$ cat src/rtl/mem_port_arbiter_pkg.sv
// Shared types for the SimpRisc memory-port arbiter: FSM states, requester ids and access direction.
package simprisc_mem_pkg;

  typedef enum logic [1:0] {ARB_IDLE, ARB_ACCESS, ARB_WAIT, ARB_RESP} arb_state_e;

  typedef enum logic {REQ_IF, REQ_D} req_id_e;

  localparam logic MEM_READ  = 1'b0;
  localparam logic MEM_WRITE = 1'b1;

endpackage

$ cat src/rtl/mem_port_arbiter_picker.sv
// Combinational winner select between fetch and load/store requests.
// Tie-break: fixed D priority by default; round-robin when MEM_ARB_RR_EN is defined.
module mem_arb_picker
  import simprisc_mem_pkg::*;
(
  input  logic    if_req,
  input  logic    d_req,
  input  req_id_e last_grant,
  output logic    valid,
  output req_id_e winner
);

`ifdef MEM_ARB_RR_EN
  // On a tie the requester that was not granted last goes next.
  always_comb begin
    valid  = if_req | d_req;
    winner = REQ_D;
    if (if_req && d_req) begin
      winner = (last_grant == REQ_IF) ? REQ_D : REQ_IF;
    end else if (if_req) begin
      winner = REQ_IF;
    end
  end
`else
  logic unused_last_grant;
  assign unused_last_grant = (last_grant == REQ_D);

  // Load/store always wins a tie so the pipeline never stalls behind fetch.
  always_comb begin
    valid  = if_req | d_req;
    winner = REQ_D;
    if (if_req && !d_req) begin
      winner = REQ_IF;
    end
  end
`endif

endmodule

$ cat src/rtl/mem_port_arbiter.sv
// Shares one memory port between instruction fetch and load/store; all outputs registered.
// Tie-break selected by MEM_ARB_RR_EN (see mem_arb_picker).
module mem_port_arbiter
  import simprisc_mem_pkg::*;
#(
  parameter int ADDR_W = 32,
  parameter int DATA_W = 32,
  parameter int RD_LAT = 1
) (
  input  logic              clk,
  input  logic              reset,
  input  logic              if_req,
  input  logic [ADDR_W-1:0] if_addr,
  output logic              if_gnt,
  output logic              if_rvalid,
  output logic [DATA_W-1:0] if_rdata,
  input  logic              d_req,
  input  logic              d_rw,
  input  logic [ADDR_W-1:0] d_addr,
  input  logic [DATA_W-1:0] d_wdata,
  output logic              d_gnt,
  output logic              d_rvalid,
  output logic [DATA_W-1:0] d_rdata,
  output logic              mem_en,
  output logic              mem_rw,
  output logic [ADDR_W-1:0] mem_addr,
  output logic [DATA_W-1:0] mem_wdata,
  input  logic [DATA_W-1:0] mem_rdata
);

  localparam int CNT_W = (RD_LAT > 1) ? $clog2(RD_LAT) : 1;

  arb_state_e        state_reg, state_next;
  req_id_e           winner_reg, last_grant_reg, pick_winner;
  logic              pick_valid;
  logic [CNT_W-1:0]  cnt_reg;

  logic              go, capture;
  logic              if_gnt_next, d_gnt_next, if_rvalid_next, d_rvalid_next;
  logic              mem_en_next, mem_rw_next;
  logic [ADDR_W-1:0] mem_addr_next;
  logic [DATA_W-1:0] mem_wdata_next, if_rdata_next, d_rdata_next;

  mem_arb_picker u_picker (
    .if_req     (if_req),
    .d_req      (d_req),
    .last_grant (last_grant_reg),
    .valid      (pick_valid),
    .winner     (pick_winner)
  );

  always_ff @(posedge clk or posedge reset) begin
    if (reset) state_reg <= ARB_IDLE;
    else       state_reg <= state_next;
  end

  always_comb begin
    state_next = state_reg;
    case (state_reg)
      ARB_IDLE:   if (pick_valid) state_next = ARB_ACCESS;
      ARB_ACCESS: state_next = (mem_rw == MEM_WRITE) ? ARB_IDLE : ARB_WAIT;
      ARB_WAIT:   if (cnt_reg == '0) state_next = ARB_RESP;
      ARB_RESP:   state_next = ARB_IDLE;
      default:    state_next = ARB_IDLE;
    endcase
  end

  // Output values are computed one cycle ahead and registered below.
  always_comb begin
    go             = (state_reg == ARB_IDLE) && pick_valid;
    capture        = (state_reg == ARB_WAIT) && (cnt_reg == '0);
    if_gnt_next    = go && (pick_winner == REQ_IF);
    d_gnt_next     = go && (pick_winner == REQ_D);
    mem_en_next    = go;
    mem_rw_next    = d_gnt_next ? d_rw : MEM_READ;
    mem_addr_next  = '0;
    mem_wdata_next = '0;
    if (go) mem_addr_next = (pick_winner == REQ_D) ? d_addr : if_addr;
    if (d_gnt_next && d_rw == MEM_WRITE) mem_wdata_next = d_wdata;
    if_rvalid_next = capture && (winner_reg == REQ_IF);
    d_rvalid_next  = capture && (winner_reg == REQ_D);
    if_rdata_next  = if_rvalid_next ? mem_rdata : if_rdata;
    d_rdata_next   = d_rvalid_next  ? mem_rdata : d_rdata;
  end

  always_ff @(posedge clk or posedge reset) begin
    if (reset) begin
      if_gnt         <= 1'b0;
      d_gnt          <= 1'b0;
      if_rvalid      <= 1'b0;
      d_rvalid       <= 1'b0;
      if_rdata       <= '0;
      d_rdata        <= '0;
      mem_en         <= 1'b0;
      mem_rw         <= 1'b0;
      mem_addr       <= '0;
      mem_wdata      <= '0;
      winner_reg     <= REQ_IF;
      last_grant_reg <= REQ_IF;
      cnt_reg        <= '0;
    end else begin
      if_gnt    <= if_gnt_next;
      d_gnt     <= d_gnt_next;
      if_rvalid <= if_rvalid_next;
      d_rvalid  <= d_rvalid_next;
      if_rdata  <= if_rdata_next;
      d_rdata   <= d_rdata_next;
      mem_en    <= mem_en_next;
      mem_rw    <= mem_rw_next;
      mem_addr  <= mem_addr_next;
      mem_wdata <= mem_wdata_next;
      if (go) winner_reg <= pick_winner;
      if (state_reg == ARB_ACCESS) begin
        last_grant_reg <= winner_reg;
        cnt_reg        <= CNT_W'(RD_LAT - 1);
      end else if (state_reg == ARB_WAIT && cnt_reg != '0) begin
        cnt_reg <= cnt_reg - 1'b1;
      end
    end
  end

endmodule

$ cat config.mk
export PLATFORM = sky130hd
export DESIGN_NAME = mem_port_arbiter
export DESIGN_NICKNAME = d
export VERILOG_FILES = /design/src/rtl/mem_port_arbiter_pkg.sv /design/src/rtl/mem_port_arbiter_picker.sv /design/src/rtl/mem_port_arbiter.sv
export SDC_FILE = /design/constraint.sdc
export NUM_CORES = 1
export LEC_CHECK = 0
export ABC_AREA = 1
export CAP_MARGIN = 20
export CORE_MARGIN = 5
export CORE_UTILIZATION = 43
export CTS_CLUSTER_DIAMETER = 40
export DETAILED_ROUTE_END_ITERATION = 7
export PLACE_DENSITY_LB_ADDON = 0.05
export REMOVE_ABC_BUFFERS = 1
export SLEW_MARGIN = 10
export SYNTH_ARGS = -nofsm -noshare
export SYNTH_HDL_FRONTEND = slang
export SYNTH_SLANG_ARGS = --single-unit
$ cat constraint.sdc
create_clock -name clk -period 7.9 [get_ports clk]
set_input_delay 1.58 -clock clk [delete_from_list [all_inputs] [get_ports clk]]
set_output_delay 1.58 -clock clk [all_outputs]
set_load 0.03 [all_outputs]
==> metrics.csv, run 1 <==
stage,metric,value,unit
global_routing,antenna_found_initial,0,
yosys,most_used_flip_flop_cell_after_synthesis,sky130_fd_sc_hd__dfrtp_1,
sta,max_freq,301,MHz
yosys,register_bit_count_reported_by_yosys,138,
critical_path,timing.reg2reg.setup_slack,5.36,ns
drt,wl_met3,1.61,mm
place,detailed_place.area,8040,um2
cts,clkSinkCount,138,
critical_path,cp_data_required_time,8.20,ns
critical_path,cp-startpoint,d_req,
min_path,worst_hold_startpoint,mem_rw$_DFF_PP0_,
yosys,synth_warnings,0,
final_layout,nets,948,
yosys,post_synth_instance_area,5330,um2
drt,route.top_layer_used,met4,
yosys,synthSimpleGateAreaFrac,0.277,
final_layout,diodes,0,
drt,drt_drc_violations_left,0,
critical_path,crit_path_start_kind,input pin,
critical_path,rr_worst_depth,6,
sta,finalCritPeriodShare,0.420,
critical_path,critPathArrivalTime,3.62,ns
floorplan,design.die.area,14700,um2
global_routing,gr-total-overflow,0,
drt,route.detailed.wl_per_inst,16.6,um
sta,postLayoutSetupSlackWorst,4.58,ns
sta,period_needed,3.32,ns
global_routing,grt_util_all_layers,0.228,
floorplan,die_height,121,um
yosys,post_synthesis_share_of_cell_area_spent_on_full_adders_half_adders_and_majority_gates,0,
cts,post_cts_repair_setup_buffers,0,
sta,final_max_slew_viol_count,0,
cts,cts_max_level,4,
yosys,postSynthCellCount,560,
drt,detail_route.vias_per_cell,4.88,
drt,first_pass_iters,5,
yosys,muxShareOfSynthArea,0,
yosys,yosys.area.top_type,sky130_fd_sc_hd__dfrtp_1,
drt,detail_route.wirelength,16.5,mm
yosys,synth_cell_type_count,17,
yosys,syn_area_per_cell,9.51,um2
cts,cts.clk_slew.worst_paths,0.05,ns
sta,rsz0062_at_grt,false,
yosys,number_of_flops_mapped_to_enable_cells_by_yosys,0,
global_routing,via_count_of_the_first_global_routing_pass,4921,
cts,cts_root_buf,sky130_fd_sc_hd__clkbuf_16,
drt,m1WireLength,6.16,mm
cts,cts_max_path_buffers,2,
drt,dr_wl_met2,8.55,mm
floorplan,core,12100,um2
power_and_ir_drop,power-per-cell-area,393,nW/um2
critical_path,critical_path_sink_type,flop,
cts,cts-buffers-inserted,17,
critical_path,critical_path.reg2reg.startpoint,state_reg[0]$_DFFE_PP0P_,
yosys,leading_cell_types_by_count_after_synthesis,"sky130_fd_sc_hd__nand2_1 (199), sky130_fd_sc_hd__dfrtp_1 (138), sky130_fd_sc_hd__nand4_1 (64), sky130_fd_sc_hd__inv_1 (43), sky130_fd_sc_hd__nor2_1 (35)",
critical_path,worstPathMaxFanout,35,
sta,final.setup.tns,0,ns
yosys,yosys.area_share.xor_xnor,0,
final_layout,final_layout_size_suffix_gt1_frac,0.0593,
status,outcome,finished clean,
drt,detailroute.via_count,4851,
floorplan,die_width,121,um
sta,clock_skew,0.0105,ns
power_and_ir_drop,maximum_vdd_ir_drop,0.000161,V
sta,hold_viol,0,
yosys,asyncSetResetFlopFracSynth,1.00,
place,gp_routability_congestion,0.801,
drt,number_of_design_rule_violations_left_by_the_first_detailed_router_iteration,473,
global_routing,global_route_wire_length_before_repair,25.9,mm
yosys,post_synth_main_area_contributors,"sky130_fd_sc_hd__dfrtp_1 (65%), sky130_fd_sc_hd__nand2_1 (14%), sky130_fd_sc_hd__nand4_1 (7.5%)",
min_path,depth_of_the_worst_hold_timing_path,1,
drt,drtAntennaViolNets,0,
yosys,yosysSeqAreaShare,0.648,
global_routing,pin_count_of_the_biggest_net_entering_global_routing,84,
place,dp_slack,4.17,ns
critical_path,r2r_end,if_rdata[31]$_DFFE_PP0P_,
yosys,synth_top_area_frac,0.648,
place,detailedPlacementHpwl,11.8,mm
yosys,post-synth-top-count-cell,sky130_fd_sc_hd__nand2_1,
cts,ctsHoldBuffers,0,
floorplan,ioPinCount,267,
place,placed_cells_incl_taps,961,
sta,final.hold.worst_slack,0.467,ns
final_layout,area.growth.synth_to_final,64.5,%
power_and_ir_drop,power_leakage,4.31,nW
yosys,synth-compound-area-share,0.00188,
cts,clock_latency,0.40,ns
final_layout,fin_cells,995,
power_and_ir_drop,p_total,3.44,mW
critical_path,timing.setup.critical_path_class,input pin to flop,
yosys,synth_top_family_by_area,simple AND/OR/NAND/NOR gates,
flow_run,maxCapViolations,0,
cts,cts_tree,yes,
sta,final_setup_violation_count,0,
sta,slew-limit-headroom,0.496,
sta,worstMarginPinSlew,0.754,ns
cts,cts_resized,0,
place,portBuffers,266,
floorplan,row_count,40,
min_path,timing.hold.worst.class,flop to flop,
floorplan,floorplan.initialDensity,0.442,
final_layout,fin_area,8760,um2
final_layout,fin_util,0.727,
cell type report:
cell class,count,area (um2)
sequential,138,3450
inverter,45,174
multi-input combinational,338,1500
tap,168,210
timing repair buffer,275,2770
clock buffer,20,467
fill,891,3300
clock inverter,11,191
cell families after synthesis:
kind of cell / after synthesis
AOI/OAI and AO/OA: 2
buffers and inverters: 84
DFF: 138
and+or+nand+nor: 336
power by group:
group	switching [mW]	internal (mW)	leakage, nW	total, mW
clock	0.284	0.584	0.315	0.868
combinational	0.954	0.564	2.21	1.52
sequential	0.118	0.941	1.79	1.06
total	1.36	2.09	4.31	3.44
worst max-delay path: stages:
cell and delay (ns):
sky130_fd_sc_hd__clkdlybuf4s50_1 0.53, sky130_fd_sc_hd__inv_1 0.09, sky130_fd_sc_hd__nor2_4 0.60, sky130_fd_sc_hd__nand2_2 0.55, sky130_fd_sc_hd__nor2_1 0.25
layer usage:
layer  up-vias  global-route usage
met3        16              0.0881
met2       222               0.388
met5         -                   0
li1       2296                   -
met4         0              0.0665
met1      2317               0.267
layout by cell type, fill, tap and decap left out:
master and n:
sky130_fd_sc_hd__nor2_2 2, sky130_fd_sc_hd__buf_12 1, sky130_fd_sc_hd__dfrtp_1 138, sky130_fd_sc_hd__o21ai_0 2, sky130_fd_sc_hd__buf_4 6, sky130_fd_sc_hd__nor3_1 1
sky130_fd_sc_hd__buf_16 1, sky130_fd_sc_hd__clkinv_2 2, sky130_fd_sc_hd__inv_2 3, sky130_fd_sc_hd__clkbuf_16 17, sky130_fd_sc_hd__nand2_1 199, sky130_fd_sc_hd__clkinvlp_4 3
sky130_fd_sc_hd__nand2_2 1, sky130_fd_sc_hd__clkbuf_8 3, sky130_fd_sc_hd__nand3_1 34, sky130_fd_sc_hd__nand4_1 64, sky130_fd_sc_hd__inv_6 2, sky130_fd_sc_hd__nor2_4 2
sky130_fd_sc_hd__nor2_1 33, sky130_fd_sc_hd__clkdlybuf4s50_1 266, sky130_fd_sc_hd__bufinv_16 5, sky130_fd_sc_hd__buf_8 1, sky130_fd_sc_hd__inv_1 41
how the worst max path moves through the flow:
| stage | to | depth (start not counted) |
|---|---|---|
| floorplan | async pin | 1 |
| global placement | mem_wdata[17]$_DFF_PP0_ | 5 |
| detailed placement | mem_wdata[25]$_DFF_PP0_ | 5 |
| CTS | mem_wdata[30]$_DFF_PP0_ | 5 |
| global route | mem_wdata[30]$_DFF_PP0_ | 5 |
| finish | mem_wdata[5]$_DFF_PP0_ | 5 |
(Power assumes the default switching activity.)
==> run 2: changes to the inputs <==
--- a/config.mk
+++ b/config.mk
@@ -8,7 +8,7 @@
 export ABC_AREA = 1
 export CAP_MARGIN = 20
 export CORE_MARGIN = 5
-export CORE_UTILIZATION = 43
+export CORE_UTILIZATION = 40
 export CTS_CLUSTER_DIAMETER = 40
 export DETAILED_ROUTE_END_ITERATION = 7
 export PLACE_DENSITY_LB_ADDON = 0.05
==> constraint.sdc (replaced) <==
create_clock -name clk -period 3.4 [get_ports clk]
set_input_delay 0.68 -clock clk [delete_from_list [all_inputs] [get_ports clk]]
set_output_delay 0.68 -clock clk [all_outputs]
set_load 0.03 [all_outputs]
==> run 2 against run 1 <==
Highest routed layer unchanged. Power rose by 130%. Critical path depth fell by 4. Design area fell by 0.64%. Sequential power rose by 130%. Register-to-register slack got worse by 3.8 ns. Core utilization fell by 6.4 points. Clock skew fell by 0.0026 ns. Flip-flop and latch count did not move. First-iteration DRC count fell by 22%. Critical path type is now flop to output port. Count of clock-buffer cells in the layout rose by 6. Final cell count rose by 1.0%. Largest power group unchanged. Via count rose by 0.64%.
==> metrics.csv, run 2 (synthesis gave the netlist of run 1 again) <==
stage,metric,value,unit,change
final_layout,nets,949,,was 948
critical_path,r2r_end,d_rdata[29]$_DFFE_PP0P_,,was if_rdata[31]$_DFFE_PP0P_
cts,cts_resized,0,,unchanged
critical_path,total_buffers_and_inverters_traversed_by_the_critical_path,1,,was 2
cts,ctsHoldBuffers,0,,unchanged
final_layout,diodes,0,,unchanged
place,gp_routability_congestion,0.818,,was 0.801
cts,cts_root_buf,sky130_fd_sc_hd__clkbuf_16,,unchanged
place,detailedPlacementHpwl,11.9,mm,was 11.8 mm
power_and_ir_drop,maximum_vdd_ir_drop,0.000408,V,was 0.000161 V
drt,detailroute.via_count,4882,,was 4851
floorplan,ioPinCount,267,,unchanged
sta,final.hold.worst_slack,0.468,ns,was 0.467 ns
min_path,worst_hold_startpoint,d_rdata[6]$_DFFE_PP0P_,,was mem_rw$_DFF_PP0_
min_path,depth_of_the_worst_hold_timing_path,2,,was 1
final_layout,fin_area,8710,um2,was 8760 um2
critical_path,cp_cell_sequence,clkdlybuf4s50_1,,was clkdlybuf4s50_1 -> inv_1 -> nor2_4 -> nand2_2 -> nor2_1
critical_path,crit_path_start_kind,flop,,was input pin
critical_path,cp_data_required_time,2.72,ns,was 8.20 ns
critical_path,rr_worst_depth,5,,was 6
drt,number_of_design_rule_violations_left_by_the_first_detailed_router_iteration,370,,was 473
global_routing,gr-usage-met1,0.241,,was 0.267
drt,first_pass_iters,4,,was 5
critical_path,critical_path.reg2reg.startpoint,state_reg[0]$_DFFE_PP0P_,,unchanged
global_routing,antenna_found_initial,0,,unchanged
critical_path,critical_path_sink_type,output port,,was flop
final_layout,area.growth.synth_to_final,63.4,%,was 64.5%
place,portBuffers,266,,unchanged
final_layout,layout.area.seq,3450,um2,unchanged
global_routing,via_count_of_the_first_global_routing_pass,4985,,was 4921
critical_path,cpLargestDelayFamily,buffers and inverters,,was simple AND/OR/NAND/NOR gates
min_path,timing.hold.worst_endpoint,d_rdata[6]$_DFFE_PP0P_,,
floorplan,die_width,125,um,was 121 um
status,outcome,finished clean,,unchanged
drt,detail_route.wirelength,16.7,mm,was 16.5 mm
floorplan,floorplan.initialDensity,0.406,,was 0.442
final_layout,final_layout_size_suffix_gt1_frac,0.0591,,was 0.0593
drt,detail_route.vias_per_cell,4.86,,was 4.88
global_routing,global_route_wire_length_before_repair,26.4,mm,was 25.9 mm
floorplan,design.die.area,15700,um2,was 14700 um2
cts,clock_latency,0.41,ns,was 0.40 ns
critical_path,cp_slowest_cell,sky130_fd_sc_hd__clkdlybuf4s50_1,,was sky130_fd_sc_hd__nor2_4
global_routing,grt-busiest-layer,met2,,unchanged
sta,slew-limit-headroom,0.425,,was 0.496
global_routing,global_route.usage.met2,0.349,,was 0.388
critical_path,delay_of_the_slowest_cell_on_the_worst_path,0.71,ns,was 0.60 ns
floorplan,die_height,125,um,was 121 um
cts,cts_max_level,4,,unchanged
sta,rsz0062_at_grt,false,,unchanged
place,placed_cells_incl_taps,973,,was 961
power_and_ir_drop,power_leakage,4.29,nW,was 4.31 nW
final_layout,fillers,1067,,was 891
sta,worstMarginPinSlew,0.860,ns,was 0.754 ns
global_routing,gr-total-overflow,0,,unchanged
sta,clock_skew,0.00788,ns,was 0.0105 ns
final_layout,multi_input_area,1500,um2,unchanged
cts,post_cts_repair_setup_buffers,0,,unchanged
drt,drtAntennaViolNets,0,,unchanged
drt,route.detailed.wl_per_inst,16.6,um,about the same
drt,drt_drc_violations_left,0,,unchanged
sta,final_setup_violation_count,0,,unchanged
final_layout,mostFrequentLayoutCells,"sky130_fd_sc_hd__clkdlybuf4s50_1 (266), sky130_fd_sc_hd__nand2_1 (199), sky130_fd_sc_hd__dfrtp_1 (138)",,unchanged
final_layout,fin_cells,1005,,was 995
cts,cts.clk_slew.worst_paths,0.05,ns,about the same
flow_run,maxCapViolations,0,,unchanged
power_and_ir_drop,power-per-cell-area,900,nW/um2,was 393 nW/um2
global_routing,met3_usage,0.0955,,was 0.0881
cts,cts_tree,yes,,unchanged
sta,period_needed,2.15,ns,
floorplan,core,13100,um2,was 12100 um2
global_routing,grt_util_all_layers,0.212,,was 0.228
sta,hold_viol,0,,unchanged
critical_path,timing.reg2reg.setup_slack,1.52,ns,was 5.36 ns
sta,final_max_slew_viol_count,0,,unchanged
critical_path,critPathArrivalTime,1.47,ns,was 3.62 ns
sta,finalCritPeriodShare,0.633,,
critical_path,worstPathMaxFanout,2,,was 35
critical_path,timing.setup.critical_path_class,flop to output port,,was input pin to flop
final_layout,most_common_cell_after_layout_fill_and_taps_aside,sky130_fd_sc_hd__clkdlybuf4s50_1,,unchanged
sta,max_freq,465,MHz,
floorplan,row_count,42,,was 40
global_routing,pin_count_of_the_biggest_net_entering_global_routing,59,,was 84
cts,cts-buffers-inserted,17,,unchanged
cts,cts_max_path_buffers,2,,unchanged
min_path,timing.hold.worst.class,flop to flop,,unchanged
cts,clkSinkCount,138,,unchanged
place,detailed_place.area,8100,um2,was 8040 um2
-- run 2: cell count changes in the layout (fill, tap and decap cells not counted) --
cell	before	now
sky130_fd_sc_hd__clkbuf_8	3	7
sky130_fd_sc_hd__buf_4	6	9
sky130_fd_sc_hd__bufinv_16	5	2
sky130_fd_sc_hd__clkbuf_1	0	2
sky130_fd_sc_hd__clkinvlp_4	3	1
sky130_fd_sc_hd__buf_16	1	0
sky130_fd_sc_hd__buf_8	1	0
sky130_fd_sc_hd__clkinv_2	2	3
sky130_fd_sc_hd__inv_6	2	1
-- run 2: worst max path at each step --
stage,from,end,cells past startpoint
6_report,d_rdata[0]$_DFFE_PP0P_,d_rdata[0],1
4_1_cts,mem_rw$_DFF_PP0_,mem_rw,1
3_5_place_dp,d_req,mem_wdata[18]$_DFF_PP0_,5
3_3_place_gp,d_req,mem_wdata[12]$_DFF_PP0_,5
2_1_floorplan,reset,async pin,1
5_1_grt,mem_rw$_DFF_PP0_,mem_rw,1
-- run 2: layout make-up --
| cell class | instances | share of cell area |
|---|---|---|
| flip-flops and latches | 138 | 0.397 |
| multi-input cells | 338 | 0.172 |
| repair buffers | 276 | 0.316 |
| inverters | 45 | 0.0200 |
| well taps | 176 | 0.0253 |
| clock buffers | 26 | 0.0608 |
| clock inverters | 6 | 0.00948 |
-- run 2: layer usage --
metal  part of all wire  vias to the layer above
li1                   -                     2304
met4              0.023                        0
met3               0.10                       27
met2               0.50                      212
met1               0.38                     2339
met5                  0                        -
-- run 2: through the flow --
step	setup slack, ns	TNS, ns	util	power, mW
final	1.25	0	0.663	7.84
after global routing	1.18	0	0.663	8.26
after CTS	1.21	0	0.663	7.92
after detailed placement	1.31	0	0.616	6.03
after global placement	1.36	0	0.616	5.97
after floorplan	-0.976	-134.71	-	4.36
-- run 2: power breakdown --
part | leakage, nW | internal, mW | switching, mW
logic | 2.20 | 1.31 | 2.21
registers | 1.79 | 2.19 | 0.264
clock network | 0.302 | 1.21 | 0.651
